File: config.mk
export PLATFORM = sky130hd
export DESIGN_NAME = fetch_stage_flat
export DESIGN_NICKNAME = d
export VERILOG_FILES = /design/src/rtl/fetch_stage_pkg.sv /design/src/rtl/fetch_stage_if.sv /design/src/rtl/fetch_skid_buffer.sv /design/src/rtl/fetch_stage.sv /design/src/flat_wrapper.sv
export SDC_FILE = /design/constraint.sdc
export NUM_CORES = 1
export LEC_CHECK = 0
export ABC_AREA = 0
export BUFFER_PORTS_ARGS = -buffer_cell sky130_fd_sc_hd__buf_4
export CAP_MARGIN = 20
export CORE_MARGIN = 2
export CORE_UTILIZATION = 55
export CTS_CLUSTER_DIAMETER = 120
export CTS_CLUSTER_SIZE = 10
export DETAILED_ROUTE_END_ITERATION = 8
export PLACE_DENSITY = 0.75
export SYNTH_ARGS = -nofsm -noshare
export SYNTH_HDL_FRONTEND = slang
export SYNTH_HIERARCHICAL = 1
export SYNTH_SLANG_ARGS = --single-unit
File: constraint.sdc
create_clock -name f_clk -period 2.7 [get_ports f_clk]
set_clock_uncertainty 0.2 [all_clocks]
set_input_delay 0.135 -clock f_clk [delete_from_list [all_inputs] [get_ports f_clk]]
set_output_delay 0.135 -clock f_clk [all_outputs]
set_load 0.02 [all_outputs]
File: src/rtl/fetch_stage_pkg.sv
// Shared definitions for the instruction fetch stage: FSM encoding, PC step and bubble NOP.
package fetch_stage_pkg;

    typedef enum logic [1:0] {
        StIdle = 2'd0,
        StReq  = 2'd1,
        StHold = 2'd2
    } fetch_state_e;

    localparam int unsigned PC_INCR = 4;

    // Encoding of an empty slot (addi x0, x0, 0); f_o_ce=0 marks a bubble on the wire.
    localparam logic [31:0] NOP_INSTR = 32'h0000_0013;

endpackage

File: src/rtl/fetch_stage_if.sv
// Instruction memory syn/ack request/response bundle between fetch (master) and memory (slave).
interface fetch_stage_if #(
    parameter int unsigned AWIDTH_INSTR = 32,
    parameter int unsigned IWIDTH       = 32
) ();
    logic [AWIDTH_INSTR-1:0] f_o_addr_instr;
    logic                    f_o_syn;
    logic                    f_i_ack;
    logic [IWIDTH-1:0]       f_i_instr;

    modport master (
        output f_o_addr_instr,
        output f_o_syn,
        input  f_i_ack,
        input  f_i_instr
    );

    modport slave (
        input  f_o_addr_instr,
        input  f_o_syn,
        output f_i_ack,
        output f_i_instr
    );
endinterface

File: src/rtl/fetch_skid_buffer.sv
// One-entry instruction/PC holding register used while decode is stalled.
module fetch_skid_buffer #(
    parameter int unsigned IWIDTH   = 32,
    parameter int unsigned PC_WIDTH = 32
) (
    input  logic                clk,
    input  logic                rst,
    input  logic                i_load,
    input  logic                i_unload,
    input  logic                i_clear,
    input  logic [IWIDTH-1:0]   i_instr,
    input  logic [PC_WIDTH-1:0] i_pc,
    output logic                o_valid,
    output logic [IWIDTH-1:0]   o_instr,
    output logic [PC_WIDTH-1:0] o_pc
);
    logic                r_valid;
    logic [IWIDTH-1:0]   r_instr;
    logic [PC_WIDTH-1:0] r_pc;

    always_ff @(posedge clk) begin
        if (rst) begin
            r_valid <= 1'b0;
            r_instr <= '0;
            r_pc    <= '0;
        end else if (i_clear) begin
            r_valid <= 1'b0;
        end else if (i_load) begin
            r_valid <= 1'b1;
            r_instr <= i_instr;
            r_pc    <= i_pc;
        end else if (i_unload) begin
            r_valid <= 1'b0;
        end
    end

    assign o_valid = r_valid;
    assign o_instr = r_instr;
    assign o_pc    = r_pc;
endmodule

File: src/rtl/fetch_stage.sv
// Instruction fetch stage: PC, single-outstanding syn/ack fetch, stall skid, flush and redirect.
// Optional FETCH_MISALIGN_CHECK_EN traps misaligned redirect targets instead of aligning them.
module fetch_stage
    import fetch_stage_pkg::*;
#(
    parameter int unsigned          PC_WIDTH     = 32,
    parameter int unsigned          IWIDTH       = 32,
    parameter int unsigned          AWIDTH_INSTR = 32,
    parameter logic [PC_WIDTH-1:0]  RESET_PC     = '0
) (
    input  logic                f_clk,
    input  logic                f_rst,
    input  logic                f_i_ce,
    input  logic                f_i_stall,
    input  logic                f_i_flush,
    input  logic                f_i_change_pc,
    input  logic [PC_WIDTH-1:0] f_i_pc,
    fetch_stage_if.master       mem,
    output logic [IWIDTH-1:0]   f_o_instr,
    output logic [PC_WIDTH-1:0] f_o_pc,
    output logic                f_o_ce,
    output logic                f_o_exception
);
    fetch_state_e            r_state;
    logic [PC_WIDTH-1:0]     r_pc;
    logic                    r_drop;
    logic                    r_parked;
    logic [AWIDTH_INSTR-1:0] r_addr;
    logic                    r_syn;
    logic [IWIDTH-1:0]       r_o_instr;
    logic [PC_WIDTH-1:0]     r_o_pc;
    logic                    r_o_ce;
    logic                    r_exception;

    logic                    w_kill, w_misalign, w_outstanding, w_start;
    logic [PC_WIDTH-1:0]     w_target, w_new_pc, w_pc_next;
    logic                    w_skid_load, w_skid_unload, w_skid_valid;
    logic [IWIDTH-1:0]       w_skid_instr;
    logic [PC_WIDTH-1:0]     w_skid_pc;

`ifdef FETCH_MISALIGN_CHECK_EN
    assign w_misalign = f_i_change_pc && (f_i_pc[1:0] != 2'b00);
    assign w_target   = f_i_pc;
`else
    assign w_misalign = 1'b0;
    assign w_target   = f_i_pc & ~PC_WIDTH'(3);
`endif

    assign w_kill        = f_i_flush | f_i_change_pc;
    assign w_outstanding = (r_state == StReq) && !mem.f_i_ack;
    assign w_new_pc      = f_i_change_pc ? w_target : r_pc;
    assign w_start       = f_i_ce && (!r_parked || f_i_change_pc);
    assign w_pc_next     = r_pc + PC_WIDTH'(PC_INCR);

    assign w_skid_load   = !w_kill && (r_state == StReq) && mem.f_i_ack && !r_drop && f_i_stall;
    assign w_skid_unload = !w_kill && (r_state == StHold) && !f_i_stall;

    fetch_skid_buffer #(
        .IWIDTH   (IWIDTH),
        .PC_WIDTH (PC_WIDTH)
    ) u_skid (
        .clk      (f_clk),
        .rst      (f_rst),
        .i_load   (w_skid_load),
        .i_unload (w_skid_unload),
        .i_clear  (w_kill),
        .i_instr  (mem.f_i_instr),
        .i_pc     (r_pc),
        .o_valid  (w_skid_valid),
        .o_instr  (w_skid_instr),
        .o_pc     (w_skid_pc)
    );

    always_ff @(posedge f_clk) begin
        if (f_rst) begin
            r_state     <= StIdle;
            r_pc        <= RESET_PC;
            r_drop      <= 1'b0;
            r_parked    <= 1'b0;
            r_addr      <= AWIDTH_INSTR'(RESET_PC);
            r_syn       <= 1'b0;
            r_o_instr   <= '0;
            r_o_pc      <= '0;
            r_o_ce      <= 1'b0;
            r_exception <= 1'b0;
        end else begin
            r_exception <= 1'b0;
            if (w_kill) begin
                r_o_ce <= 1'b0;
                if (w_misalign) begin
                    r_exception <= 1'b1;
                    r_parked    <= 1'b1;
                    r_drop      <= 1'b0;
                    r_state     <= StIdle;
                    r_syn       <= 1'b0;
                end else begin
                    if (f_i_change_pc) begin
                        r_pc     <= w_target;
                        r_parked <= 1'b0;
                    end
                    // A pending request keeps its address until its ack, which is then discarded.
                    if (w_outstanding) begin
                        r_drop <= 1'b1;
                    end else begin
                        r_drop <= 1'b0;
                        if (w_start) begin
                            r_state <= StReq;
                            r_syn   <= 1'b1;
                            r_addr  <= AWIDTH_INSTR'(w_new_pc);
                        end else begin
                            r_state <= StIdle;
                            r_syn   <= 1'b0;
                        end
                    end
                end
            end else begin
                unique case (r_state)
                    StIdle: begin
                        if (!f_i_stall) r_o_ce <= 1'b0;
                        if (f_i_ce && !r_parked) begin
                            r_state <= StReq;
                            r_syn   <= 1'b1;
                            r_addr  <= AWIDTH_INSTR'(r_pc);
                        end
                    end
                    StReq: begin
                        if (!mem.f_i_ack) begin
                            if (!f_i_stall) r_o_ce <= 1'b0;
                        end else if (r_drop) begin
                            r_drop <= 1'b0;
                            if (!f_i_stall) r_o_ce <= 1'b0;
                            if (f_i_ce) begin
                                r_addr <= AWIDTH_INSTR'(r_pc);
                            end else begin
                                r_state <= StIdle;
                                r_syn   <= 1'b0;
                            end
                        end else if (f_i_stall) begin
                            r_pc    <= w_pc_next;
                            r_state <= StHold;
                            r_syn   <= 1'b0;
                        end else begin
                            r_o_instr <= mem.f_i_instr;
                            r_o_pc    <= r_pc;
                            r_o_ce    <= 1'b1;
                            r_pc      <= w_pc_next;
                            if (f_i_ce) begin
                                r_addr <= AWIDTH_INSTR'(w_pc_next);
                            end else begin
                                r_state <= StIdle;
                                r_syn   <= 1'b0;
                            end
                        end
                    end
                    StHold: begin
                        if (!f_i_stall) begin
                            r_o_instr <= w_skid_instr;
                            r_o_pc    <= w_skid_pc;
                            r_o_ce    <= w_skid_valid;
                            if (f_i_ce) begin
                                r_state <= StReq;
                                r_syn   <= 1'b1;
                                r_addr  <= AWIDTH_INSTR'(r_pc);
                            end else begin
                                r_state <= StIdle;
                            end
                        end
                    end
                    default: r_state <= StIdle;
                endcase
            end
        end
    end

    assign mem.f_o_addr_instr = r_addr;
    assign mem.f_o_syn        = r_syn;
    assign f_o_instr          = r_o_instr;
    assign f_o_pc             = r_o_pc;
    assign f_o_ce             = r_o_ce;
    assign f_o_exception      = r_exception;
endmodule

File: src/flat_wrapper.sv
// flat-port wrapper written by rule: the top's interface ports become plain ports
module fetch_stage_flat import fetch_stage_pkg::*;
#(
    parameter int unsigned          PC_WIDTH     = 32,
    parameter int unsigned          IWIDTH       = 32,
    parameter int unsigned          AWIDTH_INSTR = 32,
    parameter logic [PC_WIDTH-1:0]  RESET_PC     = '0
)
  (f_clk, f_rst, f_i_ce, f_i_stall, f_i_flush, f_i_change_pc, f_i_pc, f_o_instr, f_o_pc, f_o_ce, f_o_exception, mem_f_o_addr_instr, mem_f_o_syn, mem_f_i_ack, mem_f_i_instr);
  fetch_stage_if #(.AWIDTH_INSTR(AWIDTH_INSTR), .IWIDTH(IWIDTH)) mem_i ();
  input  logic f_clk;
  input  logic f_rst;
  input  logic f_i_ce;
  input  logic f_i_stall;
  input  logic f_i_flush;
  input  logic f_i_change_pc;
  input  logic [PC_WIDTH-1:0] f_i_pc;
  output logic [IWIDTH-1:0] f_o_instr;
  output logic [PC_WIDTH-1:0] f_o_pc;
  output logic f_o_ce;
  output logic f_o_exception;
  output wire logic [$bits(mem_i.f_o_addr_instr)-1:0] mem_f_o_addr_instr;
  output wire logic [$bits(mem_i.f_o_syn)-1:0] mem_f_o_syn;
  input wire logic [$bits(mem_i.f_i_ack)-1:0] mem_f_i_ack;
  input wire logic [$bits(mem_i.f_i_instr)-1:0] mem_f_i_instr;
  assign mem_f_o_addr_instr = mem_i.f_o_addr_instr;
  assign mem_f_o_syn = mem_i.f_o_syn;
  assign mem_i.f_i_ack = mem_f_i_ack;
  assign mem_i.f_i_instr = mem_f_i_instr;
  fetch_stage #(.PC_WIDTH(PC_WIDTH), .IWIDTH(IWIDTH), .AWIDTH_INSTR(AWIDTH_INSTR), .RESET_PC(RESET_PC)) u_core (.f_clk(f_clk), .f_rst(f_rst), .f_i_ce(f_i_ce), .f_i_stall(f_i_stall), .f_i_flush(f_i_flush), .f_i_change_pc(f_i_change_pc), .f_i_pc(f_i_pc), .mem(mem_i), .f_o_instr(f_o_instr), .f_o_pc(f_o_pc), .f_o_ce(f_o_ce), .f_o_exception(f_o_exception));
endmodule
After elaboration in Yosys (flattened, before gate mapping)
Index checks and enable logic that the tools add are counted.
Storage, ports and cells
  bits in registers: 198
  input port bits: 71
Operators by class
  mux-type cells: 58
  equal/unequal tests: 16
  reductions and logical operators: 27
  bitwise operators: 2
  add/subtract/negate cells: 1
Operator list (number)
  32-bit two-way mux: 23
  32-bit case mux with 2 select lines: 2
  32-bit case mux with 3 select lines: 1
  32-bit by 3-bit adder with 32-bit output (second input constant): 1
  1-bit two-way mux: 21
  2-bit two-way mux: 8
  2-bit != test (second input constant): 7
  6-bit AND reduction: 2
  3-bit by 2-bit != test with 1-bit output (second input constant): 3
  4-bit by 2-bit != test with 1-bit output (second input constant): 2
  8-bit AND reduction: 1
  2-bit nonzero test: 4
  1-bit logical AND: 7
  1-bit case mux with 3 select lines: 2
  2-bit case mux with 3 select lines: 1
  3-bit AND reduction: 2
  1-bit zero test: 4
  4-bit by 3-bit != test with 1-bit output (second input constant): 1
  2-bit AND reduction: 2
  4-bit AND reduction: 1
  4-bit nonzero test: 1
  3-bit by 1-bit != test with 1-bit output (second input constant): 1
  3-bit nonzero test: 1
  2-bit by 1-bit equality test with 1-bit output (second input constant): 1
  5 further kinds: 5

Depth between registers and ports, before layout
  depth in word-level cells: 7
  depth in mapped cells: 9
  depth with buffers taken out: 7

Hierarchy
The synthesis kept the hierarchy.
By module, submodules not included
  fetch_stage: seq. area each 2662.6 µm², instances 1, cells each 1010, area each 8162.8 µm²
  fetch_skid_buffer: seq. area each 1301.2 µm², instances 1, cells each 296, area each 3268.1 µm²

Worst setup path before layout
OpenSTA, ideal clock, no wires.
  kind: register to register
  from: register u_core.r_pc[2]
  to: register u_core.r_pc[30]
  cell stages (with the launch flop): 8
  period minus slack after synthesis: 2.475 ns
  arrival: 2.141 ns
  buffers on the path: 1
  slack: 0.225 ns
  library setup time: 0.134 ns
  cell sequence: dfxtp_1 > ha_1 > nand4_2 > or3_1 > buf_2 > or4_1 > a21oi_1 > a211oi_1
On the way
  cells in the longest elaborated chain, start to end: 5
RTL lines
  start: declaration: line fetch_stage.sv:25  | logic [PC_WIDTH-1:0] r_pc;
  start signal: assignment: line fetch_stage.sv:98  | r_pc <= w_target;
  start signal: assignment: line fetch_stage.sv:139  | r_pc <= w_pc_next;
  start signal: assignment: line fetch_stage.sv:146  | r_pc <= w_pc_next;
  32-bit by 3-bit adder with 32-bit output: line fetch_stage.sv:53  | assign w_pc_next = r_pc + PC_WIDTH'(PC_INCR);
  32-bit two-way mux: line fetch_stage.sv:129  | end else if (r_drop) begin
  32-bit two-way mux: line fetch_stage.sv:127  | if (!mem.f_i_ack) begin
  32-bit two-way mux: line fetch_stage.sv:117  | unique case (r_state)
  32-bit two-way mux: line fetch_stage.sv:88  | if (w_kill) begin
Every way passes these cells. The select of a mux whose other input is x is not followed.
A chain may end at the register's enable or synchronous reset.

Final worst setup path
  from: register u_core.r_state[0]
  to: register u_core.r_addr[8] (netlist: u_core/mem.f_o_addr_instr[8])
On the way
  cells in the longest elaborated chain, start to end: 4
RTL lines
  start: declaration: line fetch_stage.sv:24  | fetch_state_e r_state;
  start signal: assignment: line fetch_stage.sv:76  | r_state <= StIdle;
  start signal: assignment: line fetch_stage.sv:94  | r_state <= StIdle;
  start signal: assignment: line fetch_stage.sv:107  | r_state <= StReq;
  2-bit by 1-bit equality test with 1-bit output: line fetch_stage.sv:50, fetch_stage.sv:117
  1-bit logical AND: line fetch_stage.sv:50  | assign w_outstanding = (r_state == StReq) && !mem.f_i_ack;
  2-bit != test (no source line)
  8-bit AND reduction (no source line)
  end signal: assignment: line fetch_stage.sv:109  | r_addr <= AWIDTH_INSTR'(w_new_pc);
  end signal: assignment: line fetch_stage.sv:123  | r_addr <= AWIDTH_INSTR'(r_pc);
  end signal: assignment: line fetch_stage.sv:133  | r_addr <= AWIDTH_INSTR'(r_pc);
  end: declaration: line fetch_stage.sv:28  | logic [AWIDTH_INSTR-1:0] r_addr;
Parallel ways exist; a longest one is shown, timed or not.

==> results_dict.tcl <==
set metrics [dict create \
    place_area_mm2 0.0131 \
    setup_viol 0 \
    arrival_ns 2.71 \
    synth_area_leaders "dfxtp_1, mux2i_1, nand4bb_1" \
    synthTopCellsByCount "dfxtp_1, nor2_1, a211oi_1" \
    cts_buffers 17 \
    wl_mm 34.7 \
    drtIter0Drc 1129 \
    whs_ns 0.0400 \
    fin_area_mm2 0.0143 \
    worst-r2r-setup-slack_ns 0.13 \
    rows 52 \
    hold_class "in -> reg" \
    worstReg2RegStart "u_core/r_state[0]" \
    cp.required_ns 2.84 \
    syn_area_per_cell_um2 8.75 \
    layout-drive-gt1-share_pct 24.9 \
    crit_slowest_cell "ha_1" \
    maxSlewHeadroom_pct 56.2 \
    slew_viol_final 0 \
    synthArstFlopShare_pct 0 \
    drtAntennaViolNets 0 \
    port_buffers 166 \
    grt_pass1_wl_mm 54.3 \
    synth_most_common_cell "dfxtp_1" \
    fp.dieW_um 148 \
    synth_area_mm2 0.0114 \
    dieArea_mm2 0.0220 \
    syn_nets 1382 \
    h-tree-depth 4 \
    finalCritPeriodShare_pct 95.2 \
    start_util_pct 56.3 \
    cellLeakagePower_nw 5.20 \
    dp_hpwl_mm 22.1 \
    r2r_cells 8 \
    critical-path-top-delay-family "buffers and inverters" \
    clock-sinks 198 \
    outcome "finished, final reports clean" \
    rsz0062_at_grt "no" \
    total_power_mw 7.14 \
    final_hold_viol_count 0 \
    p_per_area_mw_per_mm2 499 \
    track_usage_pct 30.6 \
    cts_tree "built" \
    area_growth_pct 25.3 \
    vias_per_cell 6.29 \
    max_slew.worst_pin.slew_ns 0.656 \
    min_to "u_core/r_pc[30]" \
    whs_path_depth 5 \
    die_h_um 148 \
    cts_buffer_depth 2 \
    dr.pass1.iters 6 \
    synth_seq_area_share_pct 34.7 \
    holdCritStartpoint "f_i_pc[30]" \
    critical_path.max_stage_delay_ns 0.42 \
    cts_setup_buffers 0 \
    cap_violations 0 \
    period_minus_slack_ns 2.57 \
    worstPathMaxFanout 6 \
    grt_pass1_vias 10320 \
    setup.worst_path.class "reg -> reg" \
    synth_edf_count 0 \
    dp_cells 1680 \
    critPathCaptureType "flop" \
    ir_drop_mv 0.488 \
    fmax_ghz 0.389 \
    critical_path_buf_inv_count 3 \
    diodes 0 \
    gp_congestion 0.937 \
    cts_root_buf "clkbuf_16" \
    ys_types 86 \
    netlist.area_leader.share_pct 34.7 \
    wl_per_cell_um 19.5 \
    vias 11185 \
    grt_remaining_overflow 0 \
    grt_start_max_net_pins 84 \
    tns_ns 0 \
    ys_seq_elements 198 \
    core_area_mm2 0.0203 \
    yosysTopAreaCell "dfxtp_1" \
    fin_nets 1570 \
    clk_pin_slew_ns 0.08 \
    fin_cells 1777 \
    crit_path_start_kind "flop" \
    antenna_found_initial 0 \
    ys.flop_type "dfxtp_1" \
    path_cells "inv_1, ha_1, inv_1, buf_4, nor3_1, a22o_1, nand2_1, a311oi_1" \
    regToRegEndpoint "u_core/mem.f_o_addr_instr[8]" \
    ys_warn_count 6 \
    cp_common_cell "inv_1" \
    drc 0 \
    insertion_delay_ns 0.44 \
    io_pins 170 \
    syn_inst 1306 \
]
==> state kept, by name, summed over array words and instances, names as in the netlist <==
name / cells
u_core/r_drop: 1
u_core/u_skid/o_pc: 32
u_core/f_o_instr: 32
u_core/r_pc: 32
u_core/mem.f_o_addr_instr: 32
u_core/f_o_ce: 1
u_core/u_skid/o_valid: 1
u_core/mem.f_o_syn: 1
u_core/r_state: 2
u_core/u_skid/o_instr: 32
u_core/f_o_pc: 32
==> repair_timing <==
item	in CTS	in global routing
setup endpoints to repair	6	11
gates resized for setup	1	3
hold buffers	65	0
endpoints found under the hold margin	111	0
==> final cells by class <==
type / instances / area (um2)
repair buffers: 312 / 2660
multi-input cells: 946 / 6680
clock inverters: 15 / 179
well taps: 270 / 338
fillers: 1627 / 5980
clock buffers: 17 / 425
inverters: 19 / 72.6
flip-flops and latches: 198 / 3970
==> worst max path at each step <==
stage,from,end,slack (ns),cells after the start
after floorplan,u_core/r_pc[2],u_core/r_pc[30],0.22,7
after global routing,u_core/r_pc[19],u_core/r_pc[28],0.05,5
after global placement,u_core/r_state[1],u_core/mem.f_o_addr_instr[9],0.02,7
after detailed placement,u_core/r_state[1],u_core/mem.f_o_addr_instr[18],-0.03,7
final,u_core/r_state[0],u_core/mem.f_o_addr_instr[8],0.13,8
after CTS,u_core/r_state[1],u_core/mem.f_o_addr_instr[27],0.11,9
==> logic make-up (layout without fill, tap and decap cells) <==
| group | Yosys count | after routing | synth area share, % |
|---|---|---|---|
| DFF | 198 | 198 | 34.7 |
| and+or+nand+nor | 460 | 460 | 24.7 |
| adders and majority gates | 5 | 5 | 0.547 |
| xor gates and xnor gates | 3 | 3 | 0.230 |
| buffers and inverters | 162 | 363 | 7.28 |
| other | 1 | 1 | 0.0328 |
| muxes | 88 | 88 | 7.76 |
| AOI/OAI and AO/OA | 389 | 389 | 24.8 |
==> metrics by stage <==
step | setup WS (ns) | util, %
2_1_floorplan | 0.225 | -
3_5_place_dp | -0.0280 | 64.3
5_1_grt | 0.0523 | 70.5
3_3_place_gp | 0.0215 | 64.3
6_report | 0.130 | 70.5
4_1_cts | 0.110 | 70.5
==> worst min-delay path, stage by stage <==
cell      delay, ns
buf_4          0.11
nand2_1        0.08
o31ai_1        0.11
a21oi_1        0.14
a211oi_1       0.06
==> layout by cell type, fill, tap and decap left out, types with 6 or more instances in the layout <==
cell type      instances
o31ai_1               17
nor4_1                11
dfxtp_1              197
nor3_1                26
o21bai_1               8
nand2b_1              72
o21ai_2               60
clkbuf_16             17
nand3_1               19
or4_1                  7
a211oi_1              92
and3b_1                8
inv_1                 18
o21ai_1                6
or3_1                 10
buf_12                12
buf_4                234
mux2i_1               83
nand2_1               71
a311oi_1               9
nand4_1               12
a21oi_1               62
a31oi_1               13
o21ai_0               41
nand4bb_1             64
dlygate4sd3_1         65
nor2_1               111
a22o_1                10
==> per-layer routing <==
metal / GRT usage [%] / wire length (um) / vias to the layer above
met3: 5.34 / 3290 / 91
li1: - / - / 5232
met1: 41.5 / 14800 / 5284
met5: 0 / 0 / -
met2: 47.7 / 15400 / 578
met4: 13.7 / 1270 / 0
==> where the power goes <==
part | leakage, nW | switching, mW | internal [mW] | total (mW)
sequential | 1.61 | 0.111 | 3.03 | 3.15
clock | 0.292 | 1.33 | 1.27 | 2.60
combinational | 3.30 | 0.780 | 0.617 | 1.40
No activity file was read; power rests on OpenSTA's default activity.
